===== src/rtl/fp32_pkg.sv =====
// Shared FP32 definitions for the add/sub front end: field widths, constants,
// the operand struct, alignment FSM states and operand classification helpers.
package fp32_pkg;

  localparam int EXP_W  = 8;
  localparam int FRAC_W = 23;
  localparam int MANT_W = 24;

  localparam logic [EXP_W-1:0] EXP_BIAS = 8'd127;
  localparam logic [EXP_W-1:0] EXP_ONES = 8'hFF;

  typedef enum logic [1:0] {
    IDLE  = 2'd0,
    CMP   = 2'd1,
    ALIGN = 2'd2,
    HOLD  = 2'd3
  } align_state_e;

  typedef struct packed {
    logic              sign;
    logic [EXP_W-1:0]  exp;
    logic [FRAC_W-1:0] frac;
  } fp32_t;

  // Zero/subnormal operands sit at effective exponent 1 with no hidden bit.
  function automatic logic [EXP_W-1:0] eff_exp(input fp32_t x);
    return (x.exp == 8'd0) ? 8'd1 : x.exp;
  endfunction

  function automatic logic [MANT_W-1:0] full_mant(input fp32_t x);
    return {(x.exp != 8'd0), x.frac};
  endfunction

endpackage


===== src/rtl/fp32_align_ctrl_if.sv =====
// Operand and aligned-result handshakes of the FP32 alignment sequencer.
interface fp32_align_ctrl_if;

  logic        i_valid;
  logic        o_ready;
  logic [31:0] i_op_a;
  logic [31:0] i_op_b;
  logic        i_sub;
  logic        o_valid;
  logic        i_ready;
  logic [7:0]  o_exp;
  logic [23:0] o_big_mant;
  logic [23:0] o_small_mant;
  logic        o_sign;
  logic        o_eff_sub;
  logic        o_sticky;

  modport master (
    output i_valid, i_op_a, i_op_b, i_sub, i_ready,
    input  o_ready, o_valid, o_exp, o_big_mant, o_small_mant,
           o_sign, o_eff_sub, o_sticky
  );

  modport slave (
    input  i_valid, i_op_a, i_op_b, i_sub, i_ready,
    output o_ready, o_valid, o_exp, o_big_mant, o_small_mant,
           o_sign, o_eff_sub, o_sticky
  );

endinterface


===== src/rtl/fp32_exp_compare.sv =====
// Combinational classification and magnitude ordering of two FP32 operands.
module fp32_exp_compare
  import fp32_pkg::*;
(
  input  fp32_t             a,
  input  fp32_t             b,
  output logic              swap,
  output logic [EXP_W-1:0]  diff,
  output logic [EXP_W-1:0]  big_exp,
  output logic [EXP_W-1:0]  small_exp,
  output logic [MANT_W-1:0] big_mant,
  output logic [MANT_W-1:0] small_mant
);

  logic [EXP_W-1:0]  exp_a_s;
  logic [EXP_W-1:0]  exp_b_s;
  logic [MANT_W-1:0] mant_a_s;
  logic [MANT_W-1:0] mant_b_s;

  assign exp_a_s  = eff_exp(a);
  assign exp_b_s  = eff_exp(b);
  assign mant_a_s = full_mant(a);
  assign mant_b_s = full_mant(b);

  // Order by {exponent, mantissa}; ties keep A as the big operand.
  always_comb begin
    swap       = 1'b0;
    big_exp    = exp_a_s;
    small_exp  = exp_b_s;
    big_mant   = mant_a_s;
    small_mant = mant_b_s;
    if ({exp_b_s, mant_b_s} > {exp_a_s, mant_a_s}) begin
      swap       = 1'b1;
      big_exp    = exp_b_s;
      small_exp  = exp_a_s;
      big_mant   = mant_b_s;
      small_mant = mant_a_s;
    end else begin
      swap       = 1'b0;
    end
    diff = big_exp - small_exp;
  end

endmodule


===== src/rtl/fp32_align_ctrl.sv =====
// Four-state FP32 add/sub alignment sequencer (IDLE, CMP, ALIGN, HOLD).
// Define FP32_ALIGN_STICKY_EN to build the sticky-bit logic behind o_sticky.
module fp32_align_ctrl
  import fp32_pkg::*;
(
  input  logic               i_clk,
  input  logic               i_rst_n,
  fp32_align_ctrl_if.slave   bus
);

  align_state_e      state_r, state_s;
  fp32_t             op_a_r, op_b_r;
  logic              sub_r;

  logic              swap_s;
  logic [EXP_W-1:0]  diff_s, big_exp_s, small_exp_s;
  logic [MANT_W-1:0] big_mant_s, small_mant_s;

  logic [EXP_W-1:0]  cmp_exp_r, diff_r;
  logic [MANT_W-1:0] cmp_big_r, cmp_small_r;
  logic              cmp_sign_r, cmp_eff_sub_r;

  logic [MANT_W-1:0] shifted_s;
  logic [EXP_W-1:0]  exp_r;
  logic [MANT_W-1:0] big_r, small_r;
  logic              sign_r, eff_sub_r, valid_r, ready_r;

  fp32_exp_compare u_cmp (
    .a          (op_a_r),
    .b          (op_b_r),
    .swap       (swap_s),
    .diff       (diff_s),
    .big_exp    (big_exp_s),
    .small_exp  (small_exp_s),
    .big_mant   (big_mant_s),
    .small_mant (small_mant_s)
  );

  // Next-state logic; operands are only looked at in IDLE.
  always_comb begin
    state_s = state_r;
    case (state_r)
      IDLE:    if (bus.i_valid) state_s = CMP;  else state_s = IDLE;
      CMP:     state_s = ALIGN;
      ALIGN:   state_s = HOLD;
      HOLD:    if (bus.i_ready) state_s = IDLE; else state_s = HOLD;
      default: state_s = IDLE;
    endcase
  end

  // State register with handshake flags registered from the next state.
  always_ff @(posedge i_clk or negedge i_rst_n) begin
    if (!i_rst_n) begin
      state_r <= IDLE;
      ready_r <= 1'b1;
      valid_r <= 1'b0;
    end else begin
      state_r <= state_s;
      ready_r <= (state_s == IDLE);
      valid_r <= (state_s == HOLD);
    end
  end

  // Operand capture on acceptance.
  always_ff @(posedge i_clk or negedge i_rst_n) begin
    if (!i_rst_n) begin
      op_a_r <= '0;
      op_b_r <= '0;
      sub_r  <= 1'b0;
    end else if (state_r == IDLE && bus.i_valid) begin
      op_a_r <= bus.i_op_a;
      op_b_r <= bus.i_op_b;
      sub_r  <= bus.i_sub;
    end else begin
      sub_r  <= sub_r;
    end
  end

  // Compare-stage register: ordering, exponent difference and sign flags.
  always_ff @(posedge i_clk or negedge i_rst_n) begin
    if (!i_rst_n) begin
      cmp_exp_r     <= '0;
      diff_r        <= '0;
      cmp_big_r     <= '0;
      cmp_small_r   <= '0;
      cmp_sign_r    <= 1'b0;
      cmp_eff_sub_r <= 1'b0;
    end else if (state_r == CMP) begin
      cmp_exp_r     <= big_exp_s;
      diff_r        <= diff_s;
      cmp_big_r     <= big_mant_s;
      cmp_small_r   <= small_mant_s;
      cmp_sign_r    <= swap_s ? (op_b_r.sign ^ sub_r) : op_a_r.sign;
      cmp_eff_sub_r <= op_a_r.sign ^ op_b_r.sign ^ sub_r;
    end else begin
      cmp_eff_sub_r <= cmp_eff_sub_r;
    end
  end

  // Right-shift alignment; any shift of 24 or more empties the mantissa.
  always_comb begin
    shifted_s = '0;
    if (diff_r >= 8'd24) begin
      shifted_s = 24'd0;
    end else begin
      shifted_s = cmp_small_r >> diff_r[4:0];
    end
  end

  // Result registers, loaded in ALIGN and held through HOLD.
  always_ff @(posedge i_clk or negedge i_rst_n) begin
    if (!i_rst_n) begin
      exp_r     <= '0;
      big_r     <= '0;
      small_r   <= '0;
      sign_r    <= 1'b0;
      eff_sub_r <= 1'b0;
    end else if (state_r == ALIGN) begin
      exp_r     <= cmp_exp_r;
      big_r     <= cmp_big_r;
      small_r   <= shifted_s;
      sign_r    <= cmp_sign_r;
      eff_sub_r <= cmp_eff_sub_r;
    end else begin
      eff_sub_r <= eff_sub_r;
    end
  end

`ifdef FP32_ALIGN_STICKY_EN
  logic [MANT_W-1:0] lost_mask_s;
  logic              sticky_s, sticky_r;

  // Sticky covers exactly the bits pushed below the LSB by the shift.
  always_comb begin
    lost_mask_s = (24'd1 << diff_r[4:0]) - 24'd1;
    sticky_s    = 1'b0;
    if (diff_r >= 8'd24) begin
      sticky_s = |cmp_small_r;
    end else begin
      sticky_s = |(cmp_small_r & lost_mask_s);
    end
  end

  // Sticky register shares the result-register timing.
  always_ff @(posedge i_clk or negedge i_rst_n) begin
    if (!i_rst_n) begin
      sticky_r <= 1'b0;
    end else if (state_r == ALIGN) begin
      sticky_r <= sticky_s;
    end else begin
      sticky_r <= sticky_r;
    end
  end

  assign bus.o_sticky = sticky_r;
`else
  assign bus.o_sticky = 1'b0;
`endif

  assign bus.o_ready      = ready_r;
  assign bus.o_valid      = valid_r;
  assign bus.o_exp        = exp_r;
  assign bus.o_big_mant   = big_r;
  assign bus.o_small_mant = small_r;
  assign bus.o_sign       = sign_r;
  assign bus.o_eff_sub    = eff_sub_r;

endmodule


===== src/flat_wrapper.sv =====
// flat-port wrapper written by rule: the top's interface ports become plain ports
module fp32_align_ctrl_flat import fp32_pkg::*;
  (i_clk, i_rst_n, bus_i_valid, bus_i_op_a, bus_i_op_b, bus_i_sub, bus_i_ready, bus_o_ready, bus_o_valid, bus_o_exp, bus_o_big_mant, bus_o_small_mant, bus_o_sign, bus_o_eff_sub, bus_o_sticky);
  fp32_align_ctrl_if bus_i ();
  input  logic i_clk;
  input  logic i_rst_n;
  input wire logic [$bits(bus_i.i_valid)-1:0] bus_i_valid;
  input wire logic [$bits(bus_i.i_op_a)-1:0] bus_i_op_a;
  input wire logic [$bits(bus_i.i_op_b)-1:0] bus_i_op_b;
  input wire logic [$bits(bus_i.i_sub)-1:0] bus_i_sub;
  input wire logic [$bits(bus_i.i_ready)-1:0] bus_i_ready;
  output wire logic [$bits(bus_i.o_ready)-1:0] bus_o_ready;
  output wire logic [$bits(bus_i.o_valid)-1:0] bus_o_valid;
  output wire logic [$bits(bus_i.o_exp)-1:0] bus_o_exp;
  output wire logic [$bits(bus_i.o_big_mant)-1:0] bus_o_big_mant;
  output wire logic [$bits(bus_i.o_small_mant)-1:0] bus_o_small_mant;
  output wire logic [$bits(bus_i.o_sign)-1:0] bus_o_sign;
  output wire logic [$bits(bus_i.o_eff_sub)-1:0] bus_o_eff_sub;
  output wire logic [$bits(bus_i.o_sticky)-1:0] bus_o_sticky;
  assign bus_i.i_valid = bus_i_valid;
  assign bus_i.i_op_a = bus_i_op_a;
  assign bus_i.i_op_b = bus_i_op_b;
  assign bus_i.i_sub = bus_i_sub;
  assign bus_i.i_ready = bus_i_ready;
  assign bus_o_ready = bus_i.o_ready;
  assign bus_o_valid = bus_i.o_valid;
  assign bus_o_exp = bus_i.o_exp;
  assign bus_o_big_mant = bus_i.o_big_mant;
  assign bus_o_small_mant = bus_i.o_small_mant;
  assign bus_o_sign = bus_i.o_sign;
  assign bus_o_eff_sub = bus_i.o_eff_sub;
  assign bus_o_sticky = bus_i.o_sticky;
  fp32_align_ctrl u_core (.i_clk(i_clk), .i_rst_n(i_rst_n), .bus(bus_i));
endmodule

===== config.mk =====
export PLATFORM = sky130hd
export DESIGN_NAME = fp32_align_ctrl_flat
export DESIGN_NICKNAME = d
export VERILOG_FILES = /design/src/rtl/fp32_pkg.sv /design/src/rtl/fp32_align_ctrl_if.sv /design/src/rtl/fp32_exp_compare.sv /design/src/rtl/fp32_align_ctrl.sv /design/src/flat_wrapper.sv
export SDC_FILE = /design/constraint.sdc
export NUM_CORES = 1
export LEC_CHECK = 0
export ABC_AREA = 1
export BUFFER_PORTS_ARGS = -buffer_cell sky130_fd_sc_hd__buf_2
export CORE_AREA = 4 4 131 133
export DETAILED_ROUTE_END_ITERATION = 6
export DIE_AREA = 0 0 135 137
export HOLD_SLACK_MARGIN = 0.12
export PLACE_DENSITY = 0.9
export SYNTH_ARGS = -nofsm -noshare
export SYNTH_HDL_FRONTEND = slang
export SYNTH_SLANG_ARGS = --single-unit

===== constraint.sdc =====
create_clock -name i_clk -period 4 [get_ports i_clk]
set_input_delay 0 -clock i_clk [delete_from_list [all_inputs] [get_ports i_clk]]
set_output_delay 0 -clock i_clk [all_outputs]
set_load 0.005 [all_outputs]

==> results.sh <==
export IMPL_routabilityCongestion=0.926
export IMPL_via_count=9188
export IMPL_post_cts_setup_buffers=0
export IMPL_clock_sinks=193
export IMPL_cpLargestDelayFamily="simple AND/OR/NAND/NOR gates"
export IMPL_clk_latency_ns=0.44
export IMPL_route_antenna_remaining_nets=0
export IMPL_per_instance_average_area_after_synthesis_um2=8.08
export IMPL_syn_cell_area_um2=9850
export IMPL_synthesis_nets=1319
export IMPL_holdCritPathClass="in2async"
export IMPL_grt_remaining_overflow=0
export IMPL_synth_yosys_seq_area_share_pct=49.0
export IMPL_design_core_area_um2=15800
export IMPL_die_x_um=135
export IMPL_max_cap_violations=0
export IMPL_htreeDepth=4
export IMPL_timing_critical_path_arrival_ns=3.82
export IMPL_final_setup_skew_ns=0.0120
export IMPL_areaGrowthSynthToFinish_pct=19.8
export IMPL_timing_critical_path_cells="nor4_1, nand3_1, nor2_1, nor2_1, ha_1, nand2_1, nand3b_4, nor2_4, nand4_4, nand2_4, buf_4, a21oi_1, o21ai_0, o21ai_0"
export IMPL_slew_at_the_pin_with_the_worst_max_slew_slack_ns=1.20
export IMPL_tritoncts="yes"
export IMPL_n_diodes=0
export IMPL_cellLeakagePower_nw=6.12
export IMPL_clock_tree_buffer_depth=2
export IMPL_numCtsBuffers=17
export IMPL_postCtsResizedCells=0
export IMPL_cp_required_ns=4.29
export IMPL_detail_route_first_pass_iterations=6
export IMPL_post_synth_num_cell_types=43
export IMPL_grt_start_max_net_pins=127
export IMPL_timing_setup_tns_ns=0
export IMPL_ys_warn_count=0
export IMPL_die_area_um2=18500
export IMPL_worstSetupPathType="reg2reg"
export IMPL_start_util_pct=62.2
export IMPL_vdd_ir_drop_worst_uv=535
export IMPL_nFillCells=1030
export IMPL_multiInputGateArea_um2=4150
export IMPL_postSynth_topFlopCell="sky130_fd_sc_hd__dfrtp_1"
export IMPL_drt_wl_total_um=27400
export IMPL_drt_initial_drc_count=1243
export IMPL_timing_final_crit_period_ns=3.53
export IMPL_drive_gt1_share_pct=14.0
export IMPL_crit_path_start_kind="flop"
export IMPL_dominant_cells_by_area_after_synthesis="sky130_fd_sc_hd__dfrtp_1, sky130_fd_sc_hd__o21ai_0, sky130_fd_sc_hd__nand2_1"
export IMPL_period_utilisation_layout_pct=88.3
export IMPL_area_sequential_um2=4830
export IMPL_critPathMaxFanout=56
export IMPL_run_status="completed"
export IMPL_port_buffer_count=128
export IMPL_cts_root_buf="sky130_fd_sc_hd__clkbuf_16"
export IMPL_detailedPlacementHpwl_um=17000
export IMPL_critical_path_n_buffers_inverters=1
export IMPL_slew_headroom_pct=20.2
export IMPL_maxClockFrequency_mhz=283
export IMPL_die_h_um=137
export IMPL_cell_count_after_synthesis=1219
export IMPL_timing_critical_path_slowest_cell_delay_ns=0.47
export IMPL_cellPowerDensity_nw_per_um2=917
export IMPL_antenna_found_initial=0
export IMPL_rsz0062_at_grt="false"
export IMPL_end_kind="flop"
export IMPL_slew_violations=0
export IMPL_wl_per_cell_um=17.2
export IMPL_synth_top_cell_area_share_pct=48.8
export IMPL_grt_first_pass_wirelength_um=44700
export IMPL_final_net_count=1465
export IMPL_yosysTopAreaCell="sky130_fd_sc_hd__dfrtp_1"
export IMPL_rows=46
export IMPL_vias_in_the_first_global_route=8758
export IMPL_final_hold_viol_count=0
export IMPL_postSynth_asyncResetShare_pct=100
export IMPL_floorplan_io_pins=130
export IMPL_ys_seq_elements=193
export IMPL_setup_viol_count_final=0
export IMPL_drt_vias_per_instance=5.76
export IMPL_drc_errors=0
export IMPL_cts_hold_buffers=67
export IMPL_path_clk_slew_ns=0.07
export IMPL_crit_path_top_delay_cell="sky130_fd_sc_hd__nand2_4"
export IMPL_groute_usage_overall_pct=30.6
export IMPL_power_w=0.0108
export IMPL_synth_enable_flop_cells=0
==> state kept, by name, summed over array words and instances, names as in the netlist <==
name                     cells
u_core.cmp_eff_sub_r         1
u_core.sub_r                 1
u_core.bus.o_sign            1
u_core.state_r               2
u_core.bus.o_valid           1
u_core.cmp_sign_r            1
u_core.diff_r                8
u_core.cmp_small_r          24
u_core.bus.o_big_mant       24
u_core.cmp_big_r            24
u_core.bus.o_eff_sub         1
u_core.bus.o_small_mant     24
u_core.op_a_r               32
u_core.op_b_r               32
u_core.bus.o_exp             8
u_core.bus.o_ready           1
u_core.cmp_exp_r             8
==> area by class of cell <==
class / count / area share [%]
sequential: 193 / 40.9
multi-input combinational: 798 / 35.1
timing repair buffer: 203 / 11.7
inverter: 152 / 4.83
clock buffer: 21 / 3.82
tap: 216 / 2.29
clock inverter: 11 / 1.29
==> through the flow <==
step / cell area, um2 / worst slack, ns / instances / util [%] / hold WS, ns
final: 11800 / 0.470 / 1594 / 74.6 / 0.264
after global routing: 11800 / 0.189 / 1594 / 74.6 / 0.336
after CTS: 11800 / 0.554 / 1594 / 74.6 / 0.320
after detailed placement: 10500 / 0.616 / 1495 / 66.5 / 0.237
after global placement: 10500 / 0.834 / 1495 / 66.5 / 0.225
after floorplan: 9850 / 1.42 / 1219 / - / -0.296
==> cell families (layout without fill, tap and decap cells) <==
logic type / count (synthesis) / after routing / share of synthesized area, %
and+or+nand+nor: 384 / 384 / 16.4
AOI/OAI and AO/OA: 356 / 356 / 18.8
buffers and inverters: 228 / 387 / 9.08
DFF: 193 / 193 / 49.0
adders and majority gates: 31 / 31 / 3.94
muxes: 22 / 22 / 2.34
xor gates and xnor gates: 4 / 4 / 0.356
other: 1 / 1 / 0.0381
==> final timing paths <==
| path | endpoint | slack (ns) | depth (start not counted) | startpoint |
|---|---|---|---|---|
| setup / recovery | u_core.cmp_big_r[4]$_DFFE_PN0N_ | 0.47 | 14 | u_core.op_a_r[29]$_DFFE_PN0P_ |
| hold / removal | u_core.op_b_r[5]$_DFFE_PN0P_ | 0.26 | 2 | i_rst_n |
| setup reg to reg | u_core.cmp_big_r[4]$_DFFE_PN0N_ | 0.47 | 14 | u_core.op_a_r[29]$_DFFE_PN0P_ |
| hold reg to reg | u_core.bus.o_exp[4]$_DFFE_PN0N_ | 0.46 | 2 | u_core.bus.o_exp[4]$_DFFE_PN0N_ |
| max in group asynchronous | u_core.op_a_r[17]$_DFFE_PN0P_ | 2.61 | 3 | i_rst_n |
| min in group i_clk | u_core.sub_r$_DFFE_PN0P_ | 0.33 | 3 | bus_i_sub |
==> Yosys cell counts, types with 9 or more instances <==
library cell / count
sky130_fd_sc_hd__buf_2: 9
sky130_fd_sc_hd__a21oi_1: 134
sky130_fd_sc_hd__nor2_1: 100
sky130_fd_sc_hd__inv_1: 146
sky130_fd_sc_hd__o21ai_0: 189
sky130_fd_sc_hd__clkbuf_1: 52
sky130_fd_sc_hd__mux2i_1: 14
sky130_fd_sc_hd__ha_1: 31
sky130_fd_sc_hd__buf_1: 10
sky130_fd_sc_hd__dfrtp_1: 192
sky130_fd_sc_hd__nand3_1: 26
sky130_fd_sc_hd__nand2_1: 229
sky130_fd_sc_hd__nand4_1: 9
==> cell usage in the layout (no fill, tap or decap), types with 4 or more instances in the layout <==
cell type / Yosys / layout
sky130_fd_sc_hd__a21oi_1: 134 / 134
sky130_fd_sc_hd__a32o_1: 8 / 8
sky130_fd_sc_hd__buf_2: 9 / 127
sky130_fd_sc_hd__buf_4: 1 / 8
sky130_fd_sc_hd__clkbuf_16: 0 / 17
sky130_fd_sc_hd__dfrtp_1: 192 / 192
sky130_fd_sc_hd__dlygate4sd3_1: 0 / 67
sky130_fd_sc_hd__ha_1: 31 / 31
sky130_fd_sc_hd__inv_1: 146 / 145
sky130_fd_sc_hd__inv_2: 4 / 5
sky130_fd_sc_hd__mux2_2: 8 / 8
sky130_fd_sc_hd__mux2i_1: 14 / 14
sky130_fd_sc_hd__nand2_1: 229 / 229
sky130_fd_sc_hd__nand3_1: 26 / 25
sky130_fd_sc_hd__nand4_1: 9 / 9
sky130_fd_sc_hd__nor2_1: 100 / 99
sky130_fd_sc_hd__nor4_1: 4 / 4
sky130_fd_sc_hd__o211ai_1: 4 / 4
sky130_fd_sc_hd__o21ai_0: 189 / 189
sky130_fd_sc_hd__o21ai_1: 8 / 8
sky130_fd_sc_hd__o22ai_1: 4 / 4
sky130_fd_sc_hd__o31ai_1: 4 / 4
==> per-layer routing <==
metal | global-route usage (%) | wire length [um] | vias to the layer above
li1 | - | - | 4268
met1 | 43.2 | 11500 | 4352
met2 | 48.4 | 12700 | 490
met3 | 5.22 | 2430 | 78
met4 | 10.7 | 839 | 0
met5 | 0 | 0 | -
==> power by group <==
| part | switching, W | total (W) | leakage (nW) | internal, W |
|---|---|---|---|---|
| combinational | 0.00369 | 0.00552 | 3.55 | 0.00183 |
| clock | 0.000757 | 0.00176 | 0.284 | 0.00101 |
| sequential | 0.000658 | 0.00354 | 2.28 | 0.00288 |
No activity file was read; power rests on OpenSTA's default activity.
